[config.mk]
export PLATFORM = sky130hd
export DESIGN_NAME = uart_tx_arbiter_flat
export DESIGN_NICKNAME = d
export VERILOG_FILES = /design/src/rtl/uart_tx_arbiter_pkg.sv /design/src/rtl/uart_tx_arbiter_if.sv /design/src/rtl/uart_tx_arbiter_rr_pick.sv /design/src/rtl/uart_tx_arbiter.sv /design/src/flat_wrapper.sv
export SDC_FILE = /design/constraint.sdc
export NUM_CORES = 1
export LEC_CHECK = 0
export ABC_AREA = 1
export CORE_MARGIN = 4
export CORE_UTILIZATION = 48
export DETAILED_ROUTE_END_ITERATION = 10
export GPL_TIMING_DRIVEN = 0
export PLACE_DENSITY = 0.81
export SLEW_MARGIN = 15
export SYNTH_ARGS = -nofsm -noshare
export SYNTH_HDL_FRONTEND = slang
export SYNTH_SLANG_ARGS = --single-unit
[constraint.sdc]
create_clock -name clk -period 2.43 [get_ports clk]
set_input_delay 0.486 -clock clk [delete_from_list [all_inputs] [get_ports clk]]
set_output_delay 0.486 -clock clk [all_outputs]
set_load 0.01 [all_outputs]
[src/rtl/uart_tx_arbiter_pkg.sv]
// Shared UART constants: EOL byte and the top FSM state encodings.
// No ports; imported by the arbiter, its interface and the rx/tx tops.
package uart_tx_arbiter_pkg;

  localparam logic [7:0] EOL_BYTE = 8'h0a;

  typedef enum logic [1:0] {
    S_IDLE  = 2'd0,
    S_XFER  = 2'd1,
    S_ABORT = 2'd2
  } state_t;

  function automatic int idx_w(input int n);
    return (n > 1) ? $clog2(n) : 1;
  endfunction

endpackage

[src/rtl/uart_tx_arbiter_if.sv]
// Source/transmitter bus of the line arbiter.
// master: sources + tx (drive req_vld/req_data/tx_rd); slave: arbiter.
interface uart_tx_arbiter_if
  import uart_tx_arbiter_pkg::*;
#(
  parameter int NUM_REQ = 3
);

  logic [NUM_REQ-1:0]   req_vld;
  logic [8*NUM_REQ-1:0] req_data;
  logic [NUM_REQ-1:0]   req_rd;
  logic                 tx_ready;
  logic [7:0]           tx_data;
  logic                 tx_rd;

  modport master (
    output req_vld,
    output req_data,
    output tx_rd,
    input  req_rd,
    input  tx_ready,
    input  tx_data
  );

  modport slave (
    input  req_vld,
    input  req_data,
    input  tx_rd,
    output req_rd,
    output tx_ready,
    output tx_data
  );

endinterface

[src/rtl/uart_tx_arbiter_rr_pick.sv]
// Combinational round-robin picker: first set req bit after 'last'.
// Ports: req, last in; win (one-hot), win_idx, any out.
module rr_pick
  import uart_tx_arbiter_pkg::*;
#(
  parameter int NUM_REQ = 3,
  parameter int IW      = idx_w(NUM_REQ)
) (
  input  logic [NUM_REQ-1:0] req,
  input  logic [IW-1:0]      last,
  output logic [NUM_REQ-1:0] win,
  output logic [IW-1:0]      win_idx,
  output logic               any
);

  int j;

  // Search order last+1 .. last+NUM_REQ, so 'last' is visited last.
  always_comb begin
    win     = '0;
    win_idx = '0;
    any     = 1'b0;
    j       = 0;
    for (int k = 1; k <= NUM_REQ; k++) begin
      j = (int'(last) + k) % NUM_REQ;
      if (!any && req[j]) begin
        any     = 1'b1;
        win[j]  = 1'b1;
        win_idx = IW'(j);
      end
    end
  end

endmodule

[src/rtl/uart_tx_arbiter.sv]
// Line-granular round-robin arbiter sharing one UART tx among sources.
// Ports: clk, rst (async, active low), bus (slave), grant, abort, busy.
module uart_tx_arbiter
  import uart_tx_arbiter_pkg::*;
#(
  parameter int NUM_REQ = 3,
  parameter int TIMEOUT = 1000,
  parameter int CNT_W   = 10
) (
  input  logic               clk,
  input  logic               rst,
  uart_tx_arbiter_if.slave   bus,
  output logic [NUM_REQ-1:0] grant,
  output logic [NUM_REQ-1:0] abort,
  output logic               busy
);

  localparam int IW = idx_w(NUM_REQ);

  state_t               state_q, state_d;
  logic [NUM_REQ-1:0]   grant_q, grant_d;
  logic [IW-1:0]        own_q, own_d;
  logic [IW-1:0]        last_q, last_d;
  logic [CNT_W-1:0]     cnt_q, cnt_d;

  logic [NUM_REQ-1:0]   pick_oh;
  logic [IW-1:0]        pick_idx;
  logic                 pick_any;

  logic [7:0]           req_bytes [NUM_REQ];
  logic                 own_vld;
  logic [7:0]           own_byte;
  logic                 accept;

  logic [NUM_REQ-1:0]   req_rd_c;
  logic [NUM_REQ-1:0]   abort_c;
  logic                 tx_ready_c;
  logic [7:0]           tx_data_c;

  for (genvar i = 0; i < NUM_REQ; i++) begin : g_bytes
    assign req_bytes[i] = bus.req_data[8*i +: 8];
  end

  rr_pick #(
    .NUM_REQ (NUM_REQ),
    .IW      (IW)
  ) u_pick (
    .req     (bus.req_vld),
    .last    (last_q),
    .win     (pick_oh),
    .win_idx (pick_idx),
    .any     (pick_any)
  );

  assign own_vld  = bus.req_vld[own_q];
  assign own_byte = req_bytes[own_q];
  assign accept   = own_vld & bus.tx_rd;

  always_ff @(posedge clk or negedge rst) begin
    if (!rst) begin
      state_q <= S_IDLE;
      grant_q <= '0;
      own_q   <= '0;
      last_q  <= IW'(NUM_REQ - 1);
      cnt_q   <= '0;
    end else begin
      state_q <= state_d;
      grant_q <= grant_d;
      own_q   <= own_d;
      last_q  <= last_d;
      cnt_q   <= cnt_d;
    end
  end

  always_comb begin
    state_d    = state_q;
    grant_d    = grant_q;
    own_d      = own_q;
    last_d     = last_q;
    cnt_d      = cnt_q;
    tx_ready_c = 1'b0;
    tx_data_c  = 8'h00;
    req_rd_c   = '0;
    abort_c    = '0;
    unique case (state_q)
      S_IDLE: begin
        if (pick_any) begin
          grant_d = pick_oh;
          own_d   = pick_idx;
          cnt_d   = '0;
          state_d = S_XFER;
        end
      end
      S_XFER: begin
        tx_ready_c = own_vld;
        tx_data_c  = own_byte;
        req_rd_c   = accept ? grant_q : '0;
        if (accept && own_byte == EOL_BYTE) begin
          last_d  = own_q;
          grant_d = '0;
          state_d = S_IDLE;
        end else if (!own_vld) begin
          // Only a silent source ages; tx backpressure never does.
          if (cnt_q == CNT_W'(TIMEOUT - 1)) begin
            state_d = S_ABORT;
          end
          cnt_d = cnt_q + 1'b1;
        end else begin
          cnt_d = '0;
        end
      end
      S_ABORT: begin
        // Close the cut line on the wire with our own EOL.
        tx_ready_c = 1'b1;
        tx_data_c  = EOL_BYTE;
        if (bus.tx_rd) begin
          abort_c = grant_q;
          last_d  = own_q;
          grant_d = '0;
          state_d = S_IDLE;
        end
      end
      default: begin
        state_d = S_IDLE;
        grant_d = '0;
      end
    endcase
  end

  assign bus.tx_ready = tx_ready_c;
  assign bus.tx_data  = tx_data_c;
  assign bus.req_rd   = req_rd_c;
  assign abort        = abort_c;
  assign grant        = grant_q;
  assign busy         = (state_q != S_IDLE);

endmodule

[src/flat_wrapper.sv]
// flat-port wrapper written by rule: the top's interface ports become plain ports
module uart_tx_arbiter_flat import uart_tx_arbiter_pkg::*;
#(
  parameter int NUM_REQ = 3,
  parameter int TIMEOUT = 1000,
  parameter int CNT_W   = 10
)
  (clk, rst, grant, abort, busy, bus_req_vld, bus_req_data, bus_tx_rd, bus_req_rd, bus_tx_ready, bus_tx_data);
  uart_tx_arbiter_if #(.NUM_REQ(NUM_REQ)) bus_i ();
  input  logic clk;
  input  logic rst;
  output logic [NUM_REQ-1:0] grant;
  output logic [NUM_REQ-1:0] abort;
  output logic busy;
  input wire logic [$bits(bus_i.req_vld)-1:0] bus_req_vld;
  input wire logic [$bits(bus_i.req_data)-1:0] bus_req_data;
  input wire logic [$bits(bus_i.tx_rd)-1:0] bus_tx_rd;
  output wire logic [$bits(bus_i.req_rd)-1:0] bus_req_rd;
  output wire logic [$bits(bus_i.tx_ready)-1:0] bus_tx_ready;
  output wire logic [$bits(bus_i.tx_data)-1:0] bus_tx_data;
  assign bus_i.req_vld = bus_req_vld;
  assign bus_i.req_data = bus_req_data;
  assign bus_i.tx_rd = bus_tx_rd;
  assign bus_req_rd = bus_i.req_rd;
  assign bus_tx_ready = bus_i.tx_ready;
  assign bus_tx_data = bus_i.tx_data;
  uart_tx_arbiter #(.NUM_REQ(NUM_REQ), .TIMEOUT(TIMEOUT), .CNT_W(CNT_W)) u_core (.clk(clk), .rst(rst), .bus(bus_i), .grant(grant), .abort(abort), .busy(busy));
endmodule
==> results of run 1 <==
[what timing repair did]
| item | 4_1_cts | 5_1_grt |
|---|---|---|
| endpoints found under the setup margin | 11 | 11 |
| setup buffers | 0 | 2 |
| pin swaps | 1 | 2 |
| resized for setup | 15 | 17 |
[cell usage after synthesis]
master and n:
buf_2 1, o21ai_1 15, nor3_2 1, a21oi_2 1, nand3_1 19, xor2_1 4, nand4_2 1, or3b_1 1
a21oi_1 8, nor3_1 8, nand2_4 1, ha_1 8, dfstp_2 1, inv_2 6, nor2_1 36, nand2_1 70
o21ai_0 18, or2_2 3, dfrtp_1 18, a22oi_1 1, o21bai_1 1, buf_8 1, buf_1 1, nand4_1 4
nand2_2 6, inv_1 37, buf_6 1, nor2_4 1
[worst paths after layout]
check                                             start                      endpoint  slack, ns  cells past startpoint
setup / recovery                         bus_req_vld[1]                  bus_tx_ready       0.14                      8
setup reg to reg           u_core.last_q[0]$_DFFE_PN0P_   u_core.cnt_q[6]$_DFFE_PN0P_       0.24                     12
min in group asynchronous                           rst   u_core.cnt_q[3]$_DFFE_PN0P_       0.68                      1
hold reg to reg            u_core.last_q[1]$_DFFE_PN1P_  u_core.last_q[1]$_DFFE_PN1P_       0.53                      2
hold / removal             u_core.last_q[1]$_DFFE_PN1P_  u_core.last_q[1]$_DFFE_PN1P_       0.53                      2
max in group asynchronous                           rst   u_core.own_q[0]$_DFFE_PN0P_       1.21                      1
[per-stage QoR]
step | cells | setup WS (ns) | setup TNS (ns) | hold WS (ns) | total power (uW)
floorplan | 273 | 0.523 | 0 | 0.190 | 1340
detailed placement | 367 | -0.344 | -1.55 | 0.511 | 1770
finish | 373 | 0.137 | 0 | 0.530 | 1980
global route | 373 | 0.0141 | 0 | 0.587 | 2190
CTS | 371 | -0.242 | -0.242 | 0.532 | 1950
global placement | 367 | -0.308 | -1.30 | 0.505 | 1740
[cell type report]
type | count | share of cell area (%)
plain buffers | 4 | 1.84
clock buffers | 3 | 0.975
clock inverters | 1 | 0.217
inverters | 43 | 6.98
multi-input cells | 207 | 45.7
flip-flops and latches | 19 | 20.6
well taps | 46 | 2.49
repair buffers | 50 | 21.2
[kinds of logic after synthesis]
group           Yosys count
xor+xnor                  4
buf+inv                  47
fa+ha+maj                 8
flops                    19
compound gates           44
simple gates            151
[where the power goes]
group / internal, uW / total (uW) / switching (uW)
sequential: 380 / 444 / 64.1
clock: 61.3 / 160 / 98.9
combinational: 532 / 1380 / 846
[critical path, stage by stage]
cell             delay [ns]
clkdlybuf4s50_1        0.52
inv_1                  0.08
nand2_1                0.06
nand3_1                0.08
nand2_2                0.14
nand2_2                0.11
a21oi_2                0.15
dlymetal6s2s_1         0.17
[cells in the final DEF (no fill, tap or decap), types with 2 or more instances in the layout]
cell and count:
buf_4 2, inv_1 36, nor3_1 8, xor2_1 4, a21oi_2 2, buf_6 2, clkbuf_2 3, ha_1 7
nand2_2 8, or2_2 3, dlymetal6s2s_1 6, dlygate4sd2_1 5, inv_2 7, a21oi_1 7, nand3_1 19, nand2_1 68
o21ai_0 18, dfrtp_1 18, o21ai_1 15, clkbuf_4 3, clkdlybuf4s50_1 34, nor2_1 35, nand4_1 4
[layer usage]
| metal | vias to the layer above | global-route usage (%) | routed length [microns] |
|---|---|---|---|
| li1 | 972 | - | - |
| met1 | 831 | 29.6 | 2120 |
| met2 | 72 | 33.3 | 2020 |
| met3 | 6 | 3.33 | 358 |
| met4 | 0 | 5.32 | 54 |
| met5 | - | 0 | 0 |
[sequential cells by signal (all words and copies together) (netlist names)]
signal / cells
u_core.grant: 3
u_core.last_q: 2
u_core.cnt_q: 10
u_core.own_q: 2
u_core.state_q: 2
==> results.yml, run 1 <==
die:
  coreArea_sq_um: 3390
  die_y_microns: 67.6
  initial_core_util_pct: 50.3
  rows: 21
  die_area_sq_um: 4570
  design.portCount: 49
  die_w_microns: 67.6
synth:
  postSynthAreaPerCell_sq_um: 6.25
  syn_inst: 273
  synth_top_family_by_area: "simple AND/OR/NAND/NOR gates"
  ys_seq_elements: 19
  synth_warnings: 0
  synth_area_leader_cell: "dfrtp_1"
  synth-simple-area-share_pct: 39.2
  yosysUniqueCellTypes: 28
  postSynthNetCount: 311
  synth.top_cell.area_share_pct: 26.4
  synth_seq_area_share_pct: 28.0
  muxShareOfSynthArea_pct: 0
  synth_compound_gate_area_share_pct: 13.4
  synth_area_sq_um: 1710
  synth-xor-area-share_pct: 2.05
  synthAdderAreaFrac_pct: 5.87
  synth_area_leaders: "dfrtp_1, nand2_1, inv_1"
grt:
  grt_max_degree: 20
  grt_overflow: 0
  antenna_found_initial: 0
  track_usage_pct: 21.0
  grt_pass1_vias: 1702
  grt_pass1_wl_microns: 7560
power_and_ir_drop:
  p_leak_uw: 0.00121
  peakVddDrop_mv: 0.518
  power-per-cell-area_nw_per_um2: 858
setup_path:
  cp.arrival_ns: 1.81
  startpoint_type: "input port"
  cp.required_ns: 1.94
  cp_max_fo: 5
  path_class: "input port to output pin"
  end_kind: "output pin"
placed_design:
  dp_hpwl_microns: 3610
  port_buffers: 48
  place_area_sq_um: 2240
  globalplace.congestion: 0.887
cts:
  clock_latency_ns: 0.30
  clk_path_buf_depth: 2
  hold_buffers: 0
  cts_made_buffers: 3
  htree_levels: 1
  cts-root-buf: "clkbuf_4"
  clock-sinks: 19
  path_clk_slew_ns: 0.11
  cts_tree: "done"
sta:
  rsz0062_at_grt: "no"
  period_needed_ns: 2.29
  hold_viol: 0
  fin_skew_ns: 0.00277
  max_freq_mhz: 436
  maxSlewViolCount: 0
  slew_headroom_pct: 40.9
  worst_pin_slew_ns: 0.883
  setup_viol: 0
  post-route-period-util_pct: 94.4
route:
  drtIter0Drc: 102
  drtPass1Iterations: 4
  vias_per_cell: 5.04
  vias: 1881
  antenna_left: 0
  routed_wl_microns: 4550
  drc: 0
  post_drt_wl_per_cell_microns: 12.2
job:
  maxCapViolations: 0
layout:
  post-route-util_pct: 68.2
  fin_nets: 366
  drive_above_1_share_pct: 12.2
  num_antenna_cells: 0
  seq_area_sq_um: 477
  multi_input_area_sq_um: 1060
  num-fill-cells: 319
  final_area_sq_um: 2310
  syn2layout_area_growth_pct: 35.5
run_status:
  outcome: "finished clean"
min_path:
  hp-class: "flop to flop"
Note: power is estimated with default switching activity, not from simulation.
==> run 2: changes to the inputs <==
--- a/config.mk
+++ b/config.mk
@@ -8,6 +8,7 @@
 export ABC_AREA = 1
 export CORE_MARGIN = 4
 export CORE_UTILIZATION = 48
+export CTS_CLUSTER_DIAMETER = 50
 export DETAILED_ROUTE_END_ITERATION = 10
 export GPL_TIMING_DRIVEN = 0
 export PLACE_DENSITY = 0.81
==> results of run 2 <==
No change in the layout: final DEF, timing and power equal those of run 1.
==> run 3: changes to the inputs <==
--- a/config.mk
+++ b/config.mk
@@ -6,9 +6,8 @@
 export NUM_CORES = 1
 export LEC_CHECK = 0
 export ABC_AREA = 1
-export CORE_MARGIN = 4
+export CORE_MARGIN = 2
 export CORE_UTILIZATION = 48
-export CTS_CLUSTER_DIAMETER = 50
 export DETAILED_ROUTE_END_ITERATION = 10
 export GPL_TIMING_DRIVEN = 0
 export PLACE_DENSITY = 0.81
@@ -16,3 +15,4 @@
 export SYNTH_ARGS = -nofsm -noshare
 export SYNTH_HDL_FRONTEND = slang
 export SYNTH_SLANG_ARGS = --single-unit
+export TNS_END_PERCENT = 30
==> run 3 against run 2 <==
  * Final area decreased by 0.22%
  * Core utilization is 0.38 points higher
  * Total power fell by 0.98%
  * Global-route usage rose by 1.3 points
  * Sequential share of layout area about the same
  * Register-to-register slack better by 0.05 ns
  * Worst setup slack got worse by 0.034 ns
  * Critical path depth unchanged
  * Sequential power about the same
  * Die area down 11%
  * Clock power rose by 6%
==> results.yml, run 3 (synthesis gave the netlist of run 1 again) <==
route:
  vias: 1833
  drc: 0
  routed_wl_microns: 4260
  post_drt_wl_per_cell_microns: 11.5
  vias_per_cell: 4.93
  drtIter0Drc: 109
  drtPass1Iterations: 4
  antenna_left: 0
min_path:
  hp-class: "flop to flop"
layout:
  largest_register_ffs: 10
  final_common_cell: "nand2_1"
  fin_cells: 372
  regMostFlops: "u_core.cnt_q"
  num-fill-cells: 318
  drive_above_1_share_pct: 10.4
  syn2layout_area_growth_pct: 35.2
  fin_nets: 365
  post-route-util_pct: 68.6
  layout_common_cells: "nand2_1, inv_1, nor2_1"
  final_area_sq_um: 2310
  num_antenna_cells: 0
setup_path:
  path_cells: "clkdlybuf4s50_1 -> inv_1 -> nand2_1 -> nand3_1 -> nand2_4 -> nand2_2 -> nor3_1 -> dlygate4sd2_1"
  cp.arrival_ns: 1.84
  cp_slowest_stage_delay_ns: 0.51
  cp_max_fo: 5
  end_kind: "output pin"
  path_class: "input port to output pin"
  startpoint_type: "input port"
  crit_slowest_cell: "clkdlybuf4s50_1"
  cp.required_ns: 1.94
sta:
  setup_viol: 0
  period_needed_ns: 2.33
  slew_headroom_pct: 45.3
  hold_viol: 0
  post-route-period-util_pct: 95.8
  fin_skew_ns: 0.00214
  maxSlewViolCount: 0
  max_freq_mhz: 430
  setup_ws_ns: 0.103
  rsz0062_at_grt: "yes"
  tns_ns: 0
  worst_pin_slew_ns: 0.817
die:
  rows: 21
  die_y_microns: 63.6
  initial_core_util_pct: 50.7
  design.portCount: 49
  die_w_microns: 63.6
  die_area_sq_um: 4050
  coreArea_sq_um: 3360
cts:
  clock_latency_ns: 0.30
  cts_made_buffers: 3
  cts_tree: "done"
  clk_path_buf_depth: 2
  clock-sinks: 19
  cts-root-buf: "clkbuf_4"
  path_clk_slew_ns: 0.11
  htree_levels: 1
placed_design:
  globalplace.congestion: 0.846
  dp_slack_ns: -0.270
  place_area_sq_um: 2240
  port_buffers: 48
  placed_cells: 367
  dp_hpwl_microns: 3420
power_and_ir_drop:
  power-per-cell-area_nw_per_um2: 851
  peakVddDrop_mv: 0.600
  p_leak_uw: 0.00120
grt:
  track_usage_pct: 22.3
  antenna_found_initial: 0
  grt_pass1_vias: 1677
  grt_pass1_wl_microns: 7440
  grt_max_degree: 20
  grt_overflow: 0
job:
  maxCapViolations: 0
run_status:
  outcome: "finished clean"
-- run 3: cell count changes in the layout (fill, tap and decap cells not counted), sizes merged --
cell,delta
clkinv,-1
clkinvlp,+1
clkbuf,-2
dlygate4sd2,+3
buf,-1
dlymetal6s2s,-1
-- run 3: final cells by class --
cell class	instances	area (sq um)	area share (%)
clock inverters	1	7.51	0.326
multi-input cells	207	1050	45.6
flip-flops and latches	19	477	20.7
plain buffers	4	42.5	1.84
inverters	43	161	7.00
well taps	46	57.6	2.50
repair buffers	49	485	21.1
clock buffers	3	22.5	0.977
-- run 3: critical path: cells and delay by family --
family / cells / cell delay (ns)
and+or+nand+nor: 5 / 0.48
buffers and inverters: 3 / 0.87
-- run 3: power by group --
group | switching (uW) | internal, uW
Clock | 107 | 62.7
Combinational | 836 | 514
Sequential | 63.6 | 380
-- run 3: path summary, 6_finish.rpt --
| check | from | endpoint | slack (ns) | depth (start not counted) |
|---|---|---|---|---|
| setup / recovery | bus_req_vld[1] | bus_req_rd[2] | 0.10 | 8 |
| hold / removal | u_core.last_q[1]$_DFFE_PN1P_ | u_core.last_q[1]$_DFFE_PN1P_ | 0.54 | 2 |
| setup reg to reg | u_core.last_q[1]$_DFFE_PN1P_ | u_core.cnt_q[9]$_DFFE_PN0P_ | 0.29 | 11 |
| hold reg to reg | u_core.last_q[1]$_DFFE_PN1P_ | u_core.last_q[1]$_DFFE_PN1P_ | 0.54 | 2 |
| max in group asynchronous | rst | u_core.last_q[0]$_DFFE_PN0P_ | 1.29 | 1 |
| min in group asynchronous | rst | u_core.cnt_q[3]$_DFFE_PN0P_ | 0.64 | 1 |
-- run 3: repair_timing --
item                       in CTS  in global routing
resized for setup              15                  9
buffers inserted                0                  1
hold endpoints to repair        0                  0
hold buffers                    0                  0
pin swaps                       0                  0
setup endpoints to repair      11                  9
-- run 3: layer usage --
layer	GRT usage, %	routed length (microns)
met4	3.26	20
met1	31.8	2200
met3	5.18	262
met5	0	0
met2	35.3	1780
-- run 3: metrics by stage --
| step | total power [uW] | hold WS, ns |
|---|---|---|
| after floorplan | 1340 | 0.190 |
| after global placement | 1740 | 0.506 |
| after detailed placement | 1770 | 0.524 |
| after CTS | 1940 | 0.544 |
| after global routing | 2160 | 0.588 |
| final | 1960 | 0.535 |
